[config.mk]
export PLATFORM = sky130hd
export DESIGN_NAME = b2to1_packet_arbiter_flat
export DESIGN_NICKNAME = d
export VERILOG_FILES = /design/src/rtl/b2to1_packet_arbiter_if.sv /design/src/rtl/b2to1_packet_arbiter.sv /design/src/flat_wrapper.sv
export SDC_FILE = /design/constraint.sdc
export NUM_CORES = 1
export LEC_CHECK = 0
export CAP_MARGIN = 10
export CORE_MARGIN = 2
export CORE_UTILIZATION = 34
export DETAILED_ROUTE_END_ITERATION = 8
export PLACE_DENSITY = 0.87
export SYNTH_ARGS = -nofsm -noshare
export SYNTH_HDL_FRONTEND = slang
export SYNTH_SLANG_ARGS = --single-unit
[constraint.sdc]
create_clock -name clock -period 1.9 [get_ports clock]
set_clock_uncertainty 0.05 [all_clocks]
set_input_delay 0.285 -clock clock [delete_from_list [all_inputs] [get_ports clock]]
set_output_delay 0.285 -clock clock [all_outputs]
set_load 0.1 [all_outputs]
[src/rtl/b2to1_packet_arbiter_if.sv]
// Bundle of every handshake and bus signal around the 2:1 packet arbiter.
//   in0_*  : source 0 channel (data/valid/last in, ready out of the arbiter)
//   in1_*  : source 1 channel (data/valid/last in, ready out of the arbiter)
//   out_*  : shared consumer channel (data/valid/last out, ready in)
//   sel    : registered mux select (current or most recent grant)
//   busy   : 1 while a grant is held
// The master modport is the arbiter side. The slave modport is the
// environment side: the producers and the consumer.
interface b2to1_packet_arbiter_if #(
  parameter int WIDTH = 8
);
  logic [WIDTH-1:0] in0_data;
  logic             in0_valid;
  logic             in0_last;
  logic             in0_ready;
  logic [WIDTH-1:0] in1_data;
  logic             in1_valid;
  logic             in1_last;
  logic             in1_ready;
  logic [WIDTH-1:0] out_data;
  logic             out_valid;
  logic             out_last;
  logic             out_ready;
  logic             sel;
  logic             busy;

  modport master (
    input  in0_data, in0_valid, in0_last,
    output in0_ready,
    input  in1_data, in1_valid, in1_last,
    output in1_ready,
    output out_data, out_valid, out_last,
    input  out_ready,
    output sel, busy
  );

  modport slave (
    output in0_data, in0_valid, in0_last,
    input  in0_ready,
    output in1_data, in1_valid, in1_last,
    input  in1_ready,
    input  out_data, out_valid, out_last,
    output out_ready,
    input  sel, busy
  );
endinterface

[src/rtl/b2to1_packet_arbiter.sv]
// Round-robin arbiter that shares one output channel between two packet
// sources. A grant is held for a whole packet, or for at most MAX_BEATS beats.
// When the beat limit is reached the grant is released and out_last is forced
// on that beat. The rest of that packet is then arbitrated as a new packet.
// Ports:
//   clock : single clock; all state changes on the rising edge
//   reset : synchronous reset, active-high
//   bus   : b2to1_packet_arbiter_if.master. It carries both source channels,
//           the output channel, sel and busy.
module b2to1_packet_arbiter #(
  parameter int WIDTH     = 8,
  parameter int MAX_BEATS = 16
) (
  input  logic                   clock,
  input  logic                   reset,
  b2to1_packet_arbiter_if.master bus
);
  localparam int                 CNT_W    = $clog2(MAX_BEATS) + 1;
  localparam logic [CNT_W-1:0] LAST_CNT = CNT_W'(MAX_BEATS - 1);

  typedef enum logic {IDLE, GRANT} state_t;

  state_t           state, state_nxt;
  logic             sel_q, sel_nxt;
  logic             ptr_q, ptr_nxt;
  logic [CNT_W-1:0] cnt_q, cnt_nxt;

  logic g_valid;
  logic g_last;
  logic at_max;
  logic active;
  logic accept;

  // State register: state, select, priority pointer and beat count.
  always_ff @(posedge clock) begin
    if (reset) begin
      state <= IDLE;
      sel_q <= 1'b0;
      ptr_q <= 1'b0;
      cnt_q <= '0;
    end else begin
      state <= state_nxt;
      sel_q <= sel_nxt;
      ptr_q <= ptr_nxt;
      cnt_q <= cnt_nxt;
    end
  end

  // Next-state logic and the output mux.
  always_comb begin
    state_nxt = state;
    sel_nxt   = sel_q;
    ptr_nxt   = ptr_q;
    cnt_nxt   = cnt_q;

    g_valid = sel_q ? bus.in1_valid : bus.in0_valid;
    g_last  = sel_q ? bus.in1_last  : bus.in0_last;
    at_max  = (cnt_q == LAST_CNT);
    // Gating with reset stops any beat from being offered or accepted in the
    // cycle where reset is asserted mid-packet.
    active  = (state == GRANT) && !reset;
    accept  = active && g_valid && bus.out_ready;

    bus.out_data  = sel_q ? bus.in1_data : bus.in0_data;
    bus.out_valid = active && g_valid;
    bus.out_last  = active && (g_last || at_max);
    bus.in0_ready = active && !sel_q && bus.out_ready;
    bus.in1_ready = active &&  sel_q && bus.out_ready;
    bus.sel       = sel_q;
    bus.busy      = (state == GRANT);

    case (state)
      IDLE: begin
        if (bus.in0_valid || bus.in1_valid) begin
          // If only one source is valid it wins. If both are valid, the
          // source that ptr_q points to wins.
          sel_nxt   = (bus.in0_valid && bus.in1_valid) ? ptr_q : bus.in1_valid;
          state_nxt = GRANT;
          cnt_nxt   = '0;
        end
      end
      GRANT: begin
        if (accept) begin
          if (g_last || at_max) begin
            state_nxt = IDLE;
            ptr_nxt   = ~sel_q;
            cnt_nxt   = '0;
          end else begin
            cnt_nxt = cnt_q + CNT_W'(1);
          end
        end
      end
      default: state_nxt = IDLE;
    endcase
  end
endmodule

[src/flat_wrapper.sv]
// flat-port wrapper written by rule: the top's interface ports become plain ports
module b2to1_packet_arbiter_flat 
#(
  parameter int WIDTH     = 8,
  parameter int MAX_BEATS = 16
)
  (clock, reset, bus_in0_data, bus_in0_valid, bus_in0_last, bus_in0_ready, bus_in1_data, bus_in1_valid, bus_in1_last, bus_in1_ready, bus_out_data, bus_out_valid, bus_out_last, bus_out_ready, bus_sel, bus_busy);
  b2to1_packet_arbiter_if #(.WIDTH(WIDTH)) bus_i ();
  input  logic clock;
  input  logic reset;
  input wire logic [$bits(bus_i.in0_data)-1:0] bus_in0_data;
  input wire logic [$bits(bus_i.in0_valid)-1:0] bus_in0_valid;
  input wire logic [$bits(bus_i.in0_last)-1:0] bus_in0_last;
  output wire logic [$bits(bus_i.in0_ready)-1:0] bus_in0_ready;
  input wire logic [$bits(bus_i.in1_data)-1:0] bus_in1_data;
  input wire logic [$bits(bus_i.in1_valid)-1:0] bus_in1_valid;
  input wire logic [$bits(bus_i.in1_last)-1:0] bus_in1_last;
  output wire logic [$bits(bus_i.in1_ready)-1:0] bus_in1_ready;
  output wire logic [$bits(bus_i.out_data)-1:0] bus_out_data;
  output wire logic [$bits(bus_i.out_valid)-1:0] bus_out_valid;
  output wire logic [$bits(bus_i.out_last)-1:0] bus_out_last;
  input wire logic [$bits(bus_i.out_ready)-1:0] bus_out_ready;
  output wire logic [$bits(bus_i.sel)-1:0] bus_sel;
  output wire logic [$bits(bus_i.busy)-1:0] bus_busy;
  assign bus_i.in0_data = bus_in0_data;
  assign bus_i.in0_valid = bus_in0_valid;
  assign bus_i.in0_last = bus_in0_last;
  assign bus_in0_ready = bus_i.in0_ready;
  assign bus_i.in1_data = bus_in1_data;
  assign bus_i.in1_valid = bus_in1_valid;
  assign bus_i.in1_last = bus_in1_last;
  assign bus_in1_ready = bus_i.in1_ready;
  assign bus_out_data = bus_i.out_data;
  assign bus_out_valid = bus_i.out_valid;
  assign bus_out_last = bus_i.out_last;
  assign bus_i.out_ready = bus_out_ready;
  assign bus_sel = bus_i.sel;
  assign bus_busy = bus_i.busy;
  b2to1_packet_arbiter #(.WIDTH(WIDTH), .MAX_BEATS(MAX_BEATS)) u_core (.clock(clock), .reset(reset), .bus(bus_i));
endmodule
# After elaboration in Yosys (flattened, before gate mapping)

Cells that the tools add are included.

Register bits: 8
Bits of input ports: 23
Output and inout port bits: 14
Logic and storage cells: 38

Add/subtract/negate cells: 1
Eq/ne operators: 3
Multiplexer cells: 12
Bitwise operators: 2
Reductions and logical operators: 16

Operators with widths:

| cell                  | count |
|---|---|
| $mux W5               | 3 |
| $pmux W5 S2           | 1 |
| $logic_and A1 B1 Y1   | 9 |
| $mux W8               | 1 |
| $mux W1               | 6 |
| $add A5 B1 Y5 const B | 1 |
| $eq A5 B4 Y1 const B  | 1 |
| $reduce_and A2 Y1     | 2 |
| $reduce_and A3 Y1     | 1 |
| $logic_not A1 Y1      | 2 |
| $logic_or A1 B1 Y1    | 2 |
| $ne A2 B1 Y1 const B  | 1 |
| $ne A2 B2 Y1 const B  | 1 |
| $not A1 Y1            | 2 |
| $pmux W1 S2           | 1 |

# Depth between registers and ports, before layout

Word-level depth: 6
Gate-level depth with buffers: 7
Depth with buffers taken out: 7

# Worst setup path before layout

Ideal clock, no wire load.

Path type: register to output
From: reg u_core.sel_q (netlist: u_core.bus.sel)
To: out bus_in1_ready
Arrival: 2.733 ns
Data required time: 1.565 ns
Setup slack: -1.168 ns
Cell stages (with the launch flop): 4
Buffers on the path: 1
Path through: dfxtp_1 clkbuf_1 inv_1 nor2_1

Cells in the longest elaborated chain, start to end: 2

Ends and longest elaborated chain:

| what                             | line                       | source |
|---|---|---|
| start, declared                  | b2to1_packet_arbiter.sv:24 | `logic sel_q, sel_nxt;` |
| start signal, assigned           | b2to1_packet_arbiter.sv:43 | `sel_q <= sel_nxt;` |
| $logic_and A1 B1 Y1 (2 in a row) | b2to1_packet_arbiter.sv:68 | `bus.in1_ready = active && sel_q && bus.out_ready;` |
| end, declared                    | flat_wrapper.sv:18         | `output wire logic [$bits(bus_i.in1_ready)-1:0] bus_in1_ready;` |

Every way passes these cells.

# Worst setup path after layout

From: in reset
To: out bus_in1_ready

Cells in the longest elaborated chain, start to end: 4

Ends and longest elaborated chain:

| what                             | line                       | source |
|---|---|---|
| start, declared                  | flat_wrapper.sv:10         | `input logic reset;` |
| $logic_not A1 Y1                 | b2to1_packet_arbiter.sv:61 | `active = (state == GRANT) && !reset;` |
| $logic_and A1 B1 Y1              | b2to1_packet_arbiter.sv:61 |  |
| $logic_and A1 B1 Y1 (2 in a row) | b2to1_packet_arbiter.sv:68 |  |

Every way passes these cells.

==> results.sh <==
export IMPL_numCtsBuffers=3
export IMPL_crit_arrival_ps=1480
export IMPL_finalSetupViolCount=0
export IMPL_total_power_mw=0.667
export IMPL_netlist_top_cells_count="mux2_2 (9), dfxtp_1 (8), nor2_1 (8)"
export IMPL_switchingPower_mw=0.273
export IMPL_grt_use_total_pct=23.5
export IMPL_ys_warn_count=0
export IMPL_min_period_ps=1810
export IMPL_gp_congestion=0.795
export IMPL_grt_pass1_wl_um=3380
export IMPL_htree_levels=1
export IMPL_drv_slew=0
export IMPL_grt_pass1_vias=795
export IMPL_synthArstFlopShare_pct=0
export IMPL_dpl_cell_area_sq_mm=0.00115
export IMPL_end_kind="primary output"
export IMPL_cts_clk_slew_worst_paths_ps=50
export IMPL_drt_wirelength_per_cell_um=16.1
export IMPL_hold_viol=0
export IMPL_synth_edf_count=0
export IMPL_final_cell_area_sq_mm=0.00122
export IMPL_dr_pass1_iters=4
export IMPL_pre_cts_ws_ps=-84.8
export IMPL_syn_num_nets=90
export IMPL_timing_fmax_mhz=552
export IMPL_cp_start_kind="primary input"
export IMPL_slowest_stage="clkdlybuf4s50_1"
export IMPL_rsz0062_at_grt="false"
export IMPL_synthTopCellsByArea="dfxtp_1 (30%), mux2_2 (19%), a21oi_1 (5.6%)"
export IMPL_finalCritPeriodShare_pct=95.4
export IMPL_leakage_nw=0.460
export IMPL_worstPathCellList="clkdlybuf4s50_1 > nand3b_1 > buf_4 > nor2_4 > buf_12"
export IMPL_drc_errors=0
export IMPL_dp_cells=124
export IMPL_ys_ff_latch=8
export IMPL_clock_root_buffer="clkbuf_4"
export IMPL_cts_tree="yes"
export IMPL_start_util_pct=36.2
export IMPL_max_stage_delay_ps=460
export IMPL_worst_path_buf_inv=3
export IMPL_synth_area_leader_cell="dfxtp_1"
export IMPL_vias=693
export IMPL_clock_latency_ps=250
export IMPL_die_y_um=43.8
export IMPL_ant_nets=0
export IMPL_clockBufferDepth=2
export IMPL_die_w_um=43.8
export IMPL_grt_antenna_before_repair=0
export IMPL_tightestPinTransition_ps=286
export IMPL_vdd_ir_drop_max_v=0.000353
export IMPL_pwr_share_seq_pct=26.9
export IMPL_hold_class="register to register"
export IMPL_dpl_hpwl_um=1580
export IMPL_dieArea_sq_mm=0.00192
export IMPL_row_count=14
export IMPL_path_max_fanout=4
export IMPL_io_buffer_count=36
export IMPL_crit_type="primary input to primary output"
export IMPL_wl_um=2060
export IMPL_avgSynthCellArea_sq_um=8.30
export IMPL_boundaryPins=37
export IMPL_area_growth_pct=126
export IMPL_n_fill_cell=86
export IMPL_nets=139
export IMPL_dr_first_iter_drc_count=6
export IMPL_p_per_area_mw_per_mm2=547
export IMPL_synth_cell_types=23
export IMPL_clkSinkCount=8
export IMPL_max_cap_violations=0
export IMPL_setup_ws_ps=87.1
export IMPL_grt_overflow_total=0
export IMPL_yosysSeqAreaShare_pct=29.7
export IMPL_vias_per_cell=5.41
export IMPL_comb_power_share_pct=54.1
export IMPL_core_area_sq_mm=0.00149
export IMPL_crit_family="buffers and inverters"
export IMPL_synth_most_common_cell="mux2_2"
export IMPL_diodes=0
export IMPL_grt_max_degree=9
export IMPL_synth_top_area_share_pct=29.7
export IMPL_post_synth_inst_count=65
export IMPL_worstPathRequired_ps=1560
export IMPL_netlist_area_sq_um=539
export IMPL_pwr_share_clk_pct=18.9
export IMPL_switching_share_pct=40.9
export IMPL_p_int_mw=0.394
export IMPL_ys_flop_type="dfxtp_1"
export IMPL_drive_above_1_share_pct=45.5
export IMPL_finalNonFillerCells=128
export IMPL_timing_slew_headroom_pct=80.8
export IMPL_status="completed"
-- registers in the layout (all words and copies together) (netlist names) --
name,cells
u_core.cnt_q,5
u_core.ptr_q,1
u_core.bus.busy,1
u_core.bus.sel,1
-- layout by cell type (no fill, tap or decap), drive strengths merged, types with 3 or more instances in the layout --
| cell | n |
|---|---|
| a21oi | 6 |
| buf | 24 |
| clkbuf | 3 |
| clkdlybuf4s50 | 22 |
| dfxtp | 8 |
| inv | 5 |
| mux2 | 9 |
| nand2 | 3 |
| nor2 | 8 |
| o21ai | 3 |
-- final timing paths --
check | end | slack, ps | from | depth (start not counted)
setup reg to reg | u_core.ptr_q | 110 | u_core.cnt_q[0] | 7
hold reg to reg | u_core.cnt_q[4] | 420 | u_core.cnt_q[4] | 2
setup / recovery | bus_in1_ready | 90 | reset | 5
hold / removal | u_core.cnt_q[4] | 420 | u_core.cnt_q[4] | 2
-- repair_timing --
action | CTS | global route
setup endpoints to repair | 2 | 3
resized for setup | 6 | 4
hold buffers | 0 | 0
buffers inserted | 1 | 0
pin swaps | 1 | 1
-- worst min-delay path, stage by stage, from the launching register on --
cell	delay, ps
dfxtp_1	310
nand2_1	50
a21oi_1	60
-- layout make-up --
class / count / area (sq um) / area share [%]
tap: 16 / 20.0 / 1.64
inverter: 5 / 18.8 / 1.54
clock buffer: 3 / 22.5 / 1.85
sequential: 8 / 170 / 13.9
timing repair buffer: 46 / 563 / 46.2
multi-input combinational: 50 / 425 / 34.9
-- cells by family (layout without fill, tap and decap cells) --
group,Yosys count,count (layout),synth area share [%]
AO/OA/AOI/OAI,13,13,14.4
adder cells (fa/ha/maj),2,2,4.64
buffers and inverters,7,54,4.87
flip-flops,8,8,29.7
multiplexers,11,11,22.5
AND/OR/NAND/NOR,24,24,23.9
-- power by group through the flow --
stage	Combinational, mW	Clock [mW]	Sequential [mW]
floorplan	0.179	0	0.199
global placement	0.347	0	0.182
detailed placement	0.354	0	0.182
CTS	0.361	0.127	0.179
global route	0.375	0.138	0.180
finish	0.361	0.126	0.180
-- stage by stage --
step / util, % / TNS [ps] / hold WS, ps
3_3_place_gp: 77.1 / -24.4 / 391
4_1_cts: 80.6 / 0 / 400
5_1_grt: 81.9 / 0 / 431
6_report: 81.9 / 0 / 419
3_5_place_dp: 77.1 / -118 / 394
2_1_floorplan: - / 0 / 382
-- per-layer routing --
| layer | track usage (%) | wire length, um |
|---|---|---|
| met2 | 44.1 | 1190 |
| met5 | 0 | 0 |
| met1 | 25.6 | 755 |
| met4 | 9.09 | 0 |
| met3 | 4.17 | 119 |
No activity file was read; power rests on OpenSTA's default activity.
